## config.mk

```make
export PLATFORM = sky130hd
export DESIGN_NAME = spi_rx_pack_fifo_flat
export DESIGN_NICKNAME = d
export VERILOG_FILES = /design/src/rtl/spi_rx_pack_fifo_if.sv /design/src/rtl/spi_rx_pack_fifo.sv /design/src/flat_wrapper.sv
export SDC_FILE = /design/constraint.sdc
export NUM_CORES = 1
export LEC_CHECK = 0
export ABC_AREA = 1
export CAP_MARGIN = 20
export CORE_MARGIN = 2
export CORE_UTILIZATION = 50
export CTS_CLUSTER_SIZE = 25
export DETAILED_ROUTE_END_ITERATION = 12
export PLACE_DENSITY = 0.76
export SYNTH_ARGS = -nofsm -noshare
export SYNTH_HDL_FRONTEND = slang
export SYNTH_SLANG_ARGS = --single-unit
```

## constraint.sdc

```tcl
create_clock -name s_sysclk -period 8.1 [get_ports s_sysclk]
set_clock_uncertainty 0.15 [all_clocks]
set_input_delay 1.62 -clock s_sysclk [delete_from_list [all_inputs] [get_ports s_sysclk]]
set_output_delay 1.62 -clock s_sysclk [all_outputs]
set_load 0.02 [all_outputs]
```

## src/rtl/spi_rx_pack_fifo_if.sv

```systemverilog
// Receive-side FIFO bus: shift-engine strobes in, register-block read port and flags out.
// master drives the strobes/controls, slave is the buffer itself.
interface spi_rx_pack_fifo_if #(
  parameter int unsigned LW = 3
);
  logic          enable;
  logic [3:0]    char_len;
  logic          char_done;
  logic [15:0]   rchar;
  logic          frame_end;
  logic [LW-1:0] rxthr;
  logic          rd;
  logic [31:0]   rdata;
  logic          rne;
  logic          rxf;
  logic          rxt;
  logic          ovf;
  logic [LW-1:0] level;

  modport master (
    output enable, char_len, char_done, rchar, frame_end, rxthr, rd,
    input  rdata, rne, rxf, rxt, ovf, level
  );

  modport slave (
    input  enable, char_len, char_done, rchar, frame_end, rxthr, rd,
    output rdata, rne, rxf, rxt, ovf, level
  );
endinterface

```

## src/rtl/spi_rx_pack_fifo.sv

```systemverilog
// SPI receive buffer: packs received characters into 32-bit words and queues them in a FIFO.
// Define SPI_RX_PACK_EN for byte/halfword lane packing; otherwise one char per word.
module spi_rx_pack_fifo #(
  parameter int unsigned DEPTH = 4,
  parameter int unsigned LW    = 3
) (
  input logic              s_sysclk,
  input logic              s_reset,
  spi_rx_pack_fifo_if.slave bus
);

  localparam int unsigned AW = LW - 1;

  logic          clear;
  logic [3:0]    eff_len;
  logic [15:0]   char_masked;
  logic          push;
  logic [31:0]   push_word;

  logic [31:0]   mem_q [DEPTH];
  logic [LW-1:0] wr_q, rd_q, wr_d, rd_d;
  logic [LW-1:0] level, level_d;
  logic          full, pop, push_ok, ovf_d;
  logic [31:0]   rdata_q, rdata_d;
  logic          rne_q, rxf_q, rxt_q, ovf_q;

  assign clear = s_reset || !bus.enable;

`ifdef SPI_RX_PACK_EN
  logic [1:0]  lane_q, lane_d;
  logic [31:0] acc_q, acc_d, packed_word;
  logic [3:0]  len_q, len_d;
  logic        last_lane;

  always_comb begin
    // Length is latched at lane 0 so a mid-word change cannot split lanes.
    eff_len     = (lane_q == 2'd0) ? bus.char_len : len_q;
    char_masked = bus.rchar & (16'hffff >> (4'd15 - eff_len));
    lane_d      = lane_q;
    acc_d       = acc_q;
    len_d       = len_q;
    push        = 1'b0;
    push_word   = acc_q;
    packed_word = acc_q;
    last_lane   = 1'b0;
    if (eff_len[3]) begin
      packed_word = acc_q | (lane_q[0] ? {char_masked, 16'h0} : {16'h0, char_masked});
      last_lane   = lane_q[0];
    end else begin
      packed_word = acc_q | ({24'h0, char_masked[7:0]} << {lane_q, 3'b000});
      last_lane   = (lane_q == 2'd3);
    end
    if (bus.char_done) begin
      if (last_lane || bus.frame_end) begin
        push      = 1'b1;
        push_word = packed_word;
        lane_d    = 2'd0;
        acc_d     = '0;
      end else begin
        acc_d  = packed_word;
        lane_d = lane_q + 2'd1;
        len_d  = eff_len;
      end
    end else if (bus.frame_end && lane_q != 2'd0) begin
      push      = 1'b1;
      push_word = acc_q;
      lane_d    = 2'd0;
      acc_d     = '0;
    end
  end

  always_ff @(posedge s_sysclk) begin
    if (clear) begin
      lane_q <= '0;
      acc_q  <= '0;
      len_q  <= '0;
    end else begin
      lane_q <= lane_d;
      acc_q  <= acc_d;
      len_q  <= len_d;
    end
  end
`else
  always_comb begin
    eff_len     = bus.char_len;
    char_masked = bus.rchar & (16'hffff >> (4'd15 - eff_len));
    push        = bus.char_done;
    push_word   = {16'h0, char_masked};
  end
`endif

  always_comb begin
    level   = wr_q - rd_q;
    full    = (level == LW'(DEPTH));
    pop     = bus.rd && (level != '0);
    // A full FIFO still accepts a push when a pop frees a slot in the same cycle.
    push_ok = push && (!full || pop);
    ovf_d   = push && full && !pop;
    wr_d    = wr_q + LW'(push_ok);
    rd_d    = rd_q + LW'(pop);
    level_d = wr_d - rd_d;
    if (level_d == '0) begin
      rdata_d = '0;
    end else if (push_ok && (wr_q[AW-1:0] == rd_d[AW-1:0])) begin
      rdata_d = push_word;
    end else begin
      rdata_d = mem_q[rd_d[AW-1:0]];
    end
  end

  always_ff @(posedge s_sysclk) begin
    if (clear) begin
      wr_q    <= '0;
      rd_q    <= '0;
      rdata_q <= '0;
      rne_q   <= 1'b0;
      rxf_q   <= 1'b0;
      rxt_q   <= 1'b0;
      ovf_q   <= 1'b0;
    end else begin
      wr_q    <= wr_d;
      rd_q    <= rd_d;
      rdata_q <= rdata_d;
      rne_q   <= (level_d != '0);
      rxf_q   <= (level_d == LW'(DEPTH));
      rxt_q   <= (level_d >= bus.rxthr) && (level_d != '0);
      ovf_q   <= ovf_d;
    end
  end

  always_ff @(posedge s_sysclk) begin
    if (!clear && push_ok) begin
      mem_q[wr_q[AW-1:0]] <= push_word;
    end
  end

  assign bus.rdata = rdata_q;
  assign bus.rne   = rne_q;
  assign bus.rxf   = rxf_q;
  assign bus.rxt   = rxt_q;
  assign bus.ovf   = ovf_q;
  assign bus.level = level;

endmodule
```

## src/flat_wrapper.sv

```systemverilog
// flat-port wrapper written by rule: the top's interface ports become plain ports
module spi_rx_pack_fifo_flat 
#(
  parameter int unsigned DEPTH = 4,
  parameter int unsigned LW    = 3
)
  (s_sysclk, s_reset, bus_enable, bus_char_len, bus_char_done, bus_rchar, bus_frame_end, bus_rxthr, bus_rd, bus_rdata, bus_rne, bus_rxf, bus_rxt, bus_ovf, bus_level);
  spi_rx_pack_fifo_if #(.LW(LW)) bus_i ();
  input logic s_sysclk;
  input logic s_reset;
  input wire logic [$bits(bus_i.enable)-1:0] bus_enable;
  input wire logic [$bits(bus_i.char_len)-1:0] bus_char_len;
  input wire logic [$bits(bus_i.char_done)-1:0] bus_char_done;
  input wire logic [$bits(bus_i.rchar)-1:0] bus_rchar;
  input wire logic [$bits(bus_i.frame_end)-1:0] bus_frame_end;
  input wire logic [$bits(bus_i.rxthr)-1:0] bus_rxthr;
  input wire logic [$bits(bus_i.rd)-1:0] bus_rd;
  output wire logic [$bits(bus_i.rdata)-1:0] bus_rdata;
  output wire logic [$bits(bus_i.rne)-1:0] bus_rne;
  output wire logic [$bits(bus_i.rxf)-1:0] bus_rxf;
  output wire logic [$bits(bus_i.rxt)-1:0] bus_rxt;
  output wire logic [$bits(bus_i.ovf)-1:0] bus_ovf;
  output wire logic [$bits(bus_i.level)-1:0] bus_level;
  assign bus_i.enable = bus_enable;
  assign bus_i.char_len = bus_char_len;
  assign bus_i.char_done = bus_char_done;
  assign bus_i.rchar = bus_rchar;
  assign bus_i.frame_end = bus_frame_end;
  assign bus_i.rxthr = bus_rxthr;
  assign bus_i.rd = bus_rd;
  assign bus_rdata = bus_i.rdata;
  assign bus_rne = bus_i.rne;
  assign bus_rxf = bus_i.rxf;
  assign bus_rxt = bus_i.rxt;
  assign bus_ovf = bus_i.ovf;
  assign bus_level = bus_i.level;
  spi_rx_pack_fifo #(.DEPTH(DEPTH), .LW(LW)) u_core (.s_sysclk(s_sysclk), .s_reset(s_reset), .bus(bus_i));
endmodule
```

==> flow_metrics.tcl, run 1 <==
set metrics [dict create \
    power_uw 925 \
    ir_worst_vdd_mv 0.103 \
    r2r_slack_ns 3.65 \
    io_pins 68 \
    htree_levels 3 \
    final_area_um2 4730 \
    p_per_area_nw_per_um2 196 \
    tightest_slew_ns 0.917 \
    final_common_cell "edfxtp_1" \
    drc 0 \
    nets 469 \
    worstPathRequired_ns 8.20 \
    drtIter0Drc 271 \
    grt_first_pass_wirelength_um 13500 \
    slew_headroom 0.386 \
    die_x_um 94.2 \
    cts_root_buf "clkbuf_8" \
    cts-resized-gates 0 \
    first_global_vias 2772 \
    via_per_inst 5.40 \
    grt-ovfl-total 0 \
    drive_gt1_frac 0.0899 \
    finalWirelength_um 8570 \
    dp.cells 520 \
    outcome "completed" \
    num_vias 2894 \
    crit_path_end "u_core.bus.rxt" \
    synth_seq_cells 90 \
    hold_path.class "reg -> reg" \
    ys_top_cells_by_area "edfxtp_1 47%, dfxtp_1 13%, nand2_1 4.4%" \
    fin_crit_ns 4.53 \
    rsz0062_at_grt "false" \
    routedWlPerCell_um 16.0 \
    hold_viol 0 \
    io_buffers 50 \
    final_cell_count_no_fill 536 \
    area_growth_pct 16.2 \
    ys_warn_count 0 \
    layout_common_cells "64 x edfxtp_1, 50 x clkdlybuf4s50_1, 48 x nand2_1" \
    dr.pass1.iters 5 \
    antenna_cells 0 \
    place_area_um2 4550 \
    ys_seq_area_frac 0.600 \
    detail-route-antenna-nets 0 \
    syn_area_per_cell_um2 10.6 \
    cap_violations 0 \
    synth_cell_types 35 \
    cts_tree "built" \
    max_freq_ghz 0.221 \
    holdBufCountCts 0 \
    coreArea_um2 7810 \
    power_leakage_nw 1.83 \
    start_util 0.521 \
    synth_top_area_share 0.472 \
    arrival_ns 4.63 \
    regToRegStartpoint "u_core.wr_q[0]" \
    syn_inst 383 \
    timing.rr.end "u_core.bus.rdata[11]" \
    hpwl_um 5480 \
    fp.dieH_um 94.2 \
    path_max_fanout 20 \
    post-cts-setup-buffer-count 0 \
    antenna_found_initial 0 \
    clockBufferDepth 2 \
    worst_hold_slack_ns 0.495 \
    rows 32 \
    setup-tns-final_ns 0 \
    cp-end-kind "register" \
    grtUsageTotal 0.201 \
    syn-cell-area_um2 4070 \
    clock-sinks 90 \
    path_class "in -> reg" \
    cp-startpoint "bus_rd" \
    cts_buffers 9 \
    reg2regPathDepth 16 \
    period_share 0.560 \
    dieArea_um2 8870 \
    setup_viol 0 \
    clk_pin_slew_ns 0.09 \
    setup.worst_path.start_class "primary input" \
    drv_slew 0 \
    synth_top_area_cell "edfxtp_1" \
    grt_max_degree 37 \
    clk-insertion-delay-late_ns 0.35 \
    gp_congestion 0.733 \
]
## critical path, stage by stage
cell	delay [ns]
clkdlybuf4s50_1	0.41
nor2_1	0.13
nand3_2	0.43
nand2_1	0.19
inv_1	0.06
ha_1	0.18
ha_1	0.27
inv_1	0.06
fa_1	0.44
inv_1	0.09
nand3_1	0.07
nand3_1	0.10
nand2_2	0.08
inv_1	0.06
ha_1	0.21
a21oi_1	0.15
nor2_1	0.06
## sequential cells by signal (all words and copies together), names as in the netlist
| name | flops |
|---|---|
| u_core.wr_q | 3 |
| u_core.bus.rxf | 1 |
| u_core.bus.rne | 1 |
| u_core.mem_q | 64 |
| u_core.bus.ovf | 1 |
| u_core.bus.rxt | 1 |
| u_core.rd_q | 3 |
| u_core.bus.rdata | 16 |
## cells by family (layout without fill, tap and decap cells)
| group | Yosys count | in the layout | share of synthesized area |
|---|---|---|---|
| compound gates | 73 | 73 | 0.0963 |
| flops | 90 | 90 | 0.600 |
| xor+xnor | 2 | 2 | 0.00431 |
| buf+inv | 66 | 102 | 0.0935 |
| simple gates | 140 | 140 | 0.167 |
| fa+ha+maj | 11 | 11 | 0.0375 |
| other cells | 1 | 16 | 0.000922 |
## stage by stage
step                      worst slack (ns)  utilization
final                                 3.57        0.606
after detailed placement              3.21        0.583
after CTS                             3.56        0.606
after global routing                  3.36        0.606
after floorplan                       4.00            -
after global placement                3.26        0.583
## how the worst min path moves through the flow
stage	start	endpoint	slack, ns	cells past startpoint
floorplan	u_core.rd_q[2]	u_core.rd_q[2]	0.44	2
global placement	u_core.rd_q[2]	u_core.rd_q[2]	0.47	2
detailed placement	u_core.rd_q[2]	u_core.rd_q[2]	0.47	2
CTS	u_core.rd_q[2]	u_core.rd_q[2]	0.50	2
global route	u_core.rd_q[2]	u_core.rd_q[2]	0.53	2
finish	u_core.rd_q[2]	u_core.rd_q[2]	0.50	2
## area by class of cell
cell class                      count  area, um2
Fill cell                         634       3080
Sequential cell                    90       2440
Multi-Input combinational cell    242       1330
Timing Repair Buffer               53        523
Clock buffer                       11        141
Tap cell                          102        128
Inverter                           33        124
Clock inverter                      5       36.3
## power by group
part,switching [mW],internal (mW),leakage [nW]
Clock,0.157,0.122,0.0941
Combinational,0.0887,0.0515,0.938
Sequential,0.00350,0.503,0.793
## synth_stat cells, drive strengths merged
| library cell | instances |
|---|---|
| a21boi | 2 |
| a21oi | 20 |
| and2 | 1 |
| buf | 26 |
| clkbuf | 7 |
| conb | 1 |
| dfxtp | 26 |
| edfxtp | 64 |
| fa | 2 |
| ha | 9 |
| inv | 33 |
| nand2 | 54 |
| nand3 | 11 |
| nand3b | 1 |
| nand4 | 16 |
| nor2 | 48 |
| nor3 | 6 |
| nor3b | 2 |
| o21a | 1 |
| o21ai | 35 |
| o22ai | 15 |
| or2 | 1 |
| xnor2 | 1 |
| xor2 | 1 |
## layer usage
| metal | global-route usage | vias up | wire length (um) |
|---|---|---|---|
| met2 | 0.344 | 145 | 4320 |
| met1 | 0.252 | 1343 | 3400 |
| met4 | 0.0749 | 0 | 161 |
| met3 | 0.0417 | 17 | 683 |
| li1 | - | 1389 | - |
| met5 | 0 | - | 0 |
Power figures use the tool's default switching activity.
==> inputs of run 2 (changes only) <==
--- a/config.mk
+++ b/config.mk
@@ -8,7 +8,7 @@
 export ABC_AREA = 1
 export CAP_MARGIN = 20
 export CORE_MARGIN = 2
-export CORE_UTILIZATION = 50
+export CORE_UTILIZATION = 48
 export CTS_CLUSTER_SIZE = 25
 export DETAILED_ROUTE_END_ITERATION = 12
 export PLACE_DENSITY = 0.76
==> constraint.sdc (replaced) <==
create_clock -name s_sysclk -period 3.7 [get_ports s_sysclk]
set_clock_uncertainty 0.15 [all_clocks]
set_input_delay 0.74 -clock s_sysclk [delete_from_list [all_inputs] [get_ports s_sysclk]]
set_output_delay 0.74 -clock s_sysclk [all_outputs]
set_load 0.02 [all_outputs]
==> run 2 against run 1 <==
  * Total power increased by 120%
  * First-iteration DRC count decreased by 26%
  * Clock power increased by 120%
  * Sequential share of layout area decreased by 0.97 points
  * Critical path type is now reg -> reg
==> flow_metrics.tcl, run 2 (synthesized netlist as in run 1, its figures left out) <==
set metrics [dict create \
    outcome "completed" \
    fin_util 0.587 \
    clk_pin_slew_ns 0.09 \
    grt-ovfl-total 0 \
    grtUsageTotal 0.201 \
    largest_register_ffs 64 \
    reg2regPathDepth 20 \
    fin_crit_ns 3.50 \
    clock-sinks 90 \
    layout_common_cells "64 x edfxtp_1, 50 x clkdlybuf4s50_1, 48 x nand2_1" \
    cts_root_buf "clkbuf_8" \
    antenna_cells 0 \
    setup.worst_path.start_class "register" \
    min_from "u_core.rd_q[2]" \
    cts_tree "built" \
    whs_endpoint "u_core.rd_q[2]" \
    final_area_um2 4820 \
    setup-tns-final_ns 0 \
    area_growth_pct 18.5 \
    finalWirelength_um 8550 \
    path_class "reg -> reg" \
    max_freq_ghz 0.286 \
    hold_path.class "reg -> reg" \
    coreArea_um2 8220 \
    worst_hold_slack_ns 0.492 \
    min_path_cells 2 \
    detail-route-antenna-nets 0 \
    regToRegStartpoint "u_core.wr_q[0]" \
    fp.dieH_um 96.1 \
    first_global_vias 2748 \
    fillerInstances 673 \
    htree_levels 3 \
    path_max_fanout 4 \
    setup_viol 0 \
    gp_congestion 0.785 \
    place_area_um2 4620 \
    cts_buffers 9 \
    nets 480 \
    final_common_cell "edfxtp_1" \
    grt_max_degree 36 \
    antenna_found_initial 0 \
    rows 33 \
    clockBufferDepth 2 \
    via_per_inst 5.36 \
    clk-insertion-delay-late_ns 0.36 \
    grt_first_pass_wirelength_um 13500 \
    rsz0062_at_grt "false" \
    die_x_um 96.1 \
    io_buffers 50 \
    hpwl_um 5380 \
    drc 0 \
    post-cts-setup-buffer-count 0 \
    slew_headroom 0.597 \
    power_leakage_nw 1.87 \
    io_pins 68 \
    drive_gt1_frac 0.124 \
    dr.pass1.iters 5 \
    routedWlPerCell_um 15.5 \
    cp-end-kind "register" \
    tightest_slew_ns 0.599 \
    holdBufCountCts 0 \
    drv_slew 0 \
    worstPathRequired_ns 3.79 \
    cap_violations 0 \
    arrival_ns 3.59 \
    period_share 0.946 \
    p_per_area_nw_per_um2 420 \
    drtIter0Drc 200 \
    start_util 0.495 \
    num_vias 2948 \
    dieArea_um2 9230 \
    ir_worst_vdd_mv 0.272 \
    r2r_slack_ns 0.20 \
    hold_viol 0 \
    timing.rr.end "u_core.bus.rxt" \
]
## run 2: cell count changes in the layout (fill, tap and decap cells not counted), moves of 2 or more
cell    previous run  this run
fa_1               2         0
fa_2               0         2
nor3_4             2         0
buf_4              3        14
nor3_2             2         4
## run 2: worst max path at each step
stage / from / to / slack [ns] / cells after the start
CTS: u_core.wr_q[0] / u_core.bus.rxt / 0.01 / 18
finish: u_core.wr_q[0] / u_core.bus.rxt / 0.20 / 20
global placement: u_core.wr_q[0] / u_core.bus.rxt / 0.10 / 18
detailed placement: u_core.wr_q[0] / u_core.bus.rxt / 0.03 / 18
global route: u_core.wr_q[0] / u_core.bus.rxt / 0.01 / 20
floorplan: u_core.wr_q[0] / u_core.bus.rxt / 0.05 / 22
## run 2: final cells by class
class                           instances  area [um2]  share of cell area
Sequential cell                        90        2440               0.507
Multi-Input combinational cell        242        1340               0.278
Timing Repair Buffer                   64         606               0.126
Tap cell                              105         131              0.0273
Clock buffer                            9         124              0.0257
Inverter                               33         124              0.0257
Clock inverter                          7        51.3              0.0106
## run 2: repair_timing
action	in CTS	in global routing
endpoints found under the hold margin	0	0
gates resized for setup	0	6
setup endpoints to repair	0	18
## run 2: layer usage
| layer | GRT usage | wire length, um | vias up |
|---|---|---|---|
| li1 | - | - | 1404 |
| met2 | 0.322 | 4190 | 153 |
| met3 | 0.0493 | 782 | 6 |
| met1 | 0.258 | 3510 | 1385 |
| met5 | 0 | 0 | - |
| met4 | 0.0893 | 55 | 0 |
## run 2: through the flow
step / worst slack [ns] / cells / total power [mW]
final: 0.200 / 550 / 2.02
after CTS: 0.0141 / 550 / 2.04
after global routing: 0.0145 / 550 / 2.11
after global placement: 0.103 / 534 / 1.44
after detailed placement: 0.0266 / 534 / 1.44
after floorplan: 0.0524 / 398 / 1.35
## run 2: worst max-delay path: stages, from the launching register on
cell and delay (ns):
dfxtp_2 0.35, inv_2 0.06, ha_1 0.19, fa_2 0.53, nand2_1 0.08, nor2_2 0.10
nand3_2 0.11, nand2_1 0.08, inv_1 0.05, ha_1 0.17, ha_1 0.27, inv_1 0.06
fa_2 0.38, inv_1 0.08, nand3_1 0.08, nand3_1 0.10, nand2_2 0.08, inv_1 0.06
ha_1 0.21, a21oi_1 0.14, nor2_1 0.06
## run 2: where the power goes
group	total, mW	leakage, nW	internal, mW	switching, mW
Sequential	1.11	0.793	1.10	0.00601
Combinational	0.317	0.991	0.120	0.197
Clock	0.601	0.0876	0.248	0.353
Total	2.02	1.87	1.47	0.556
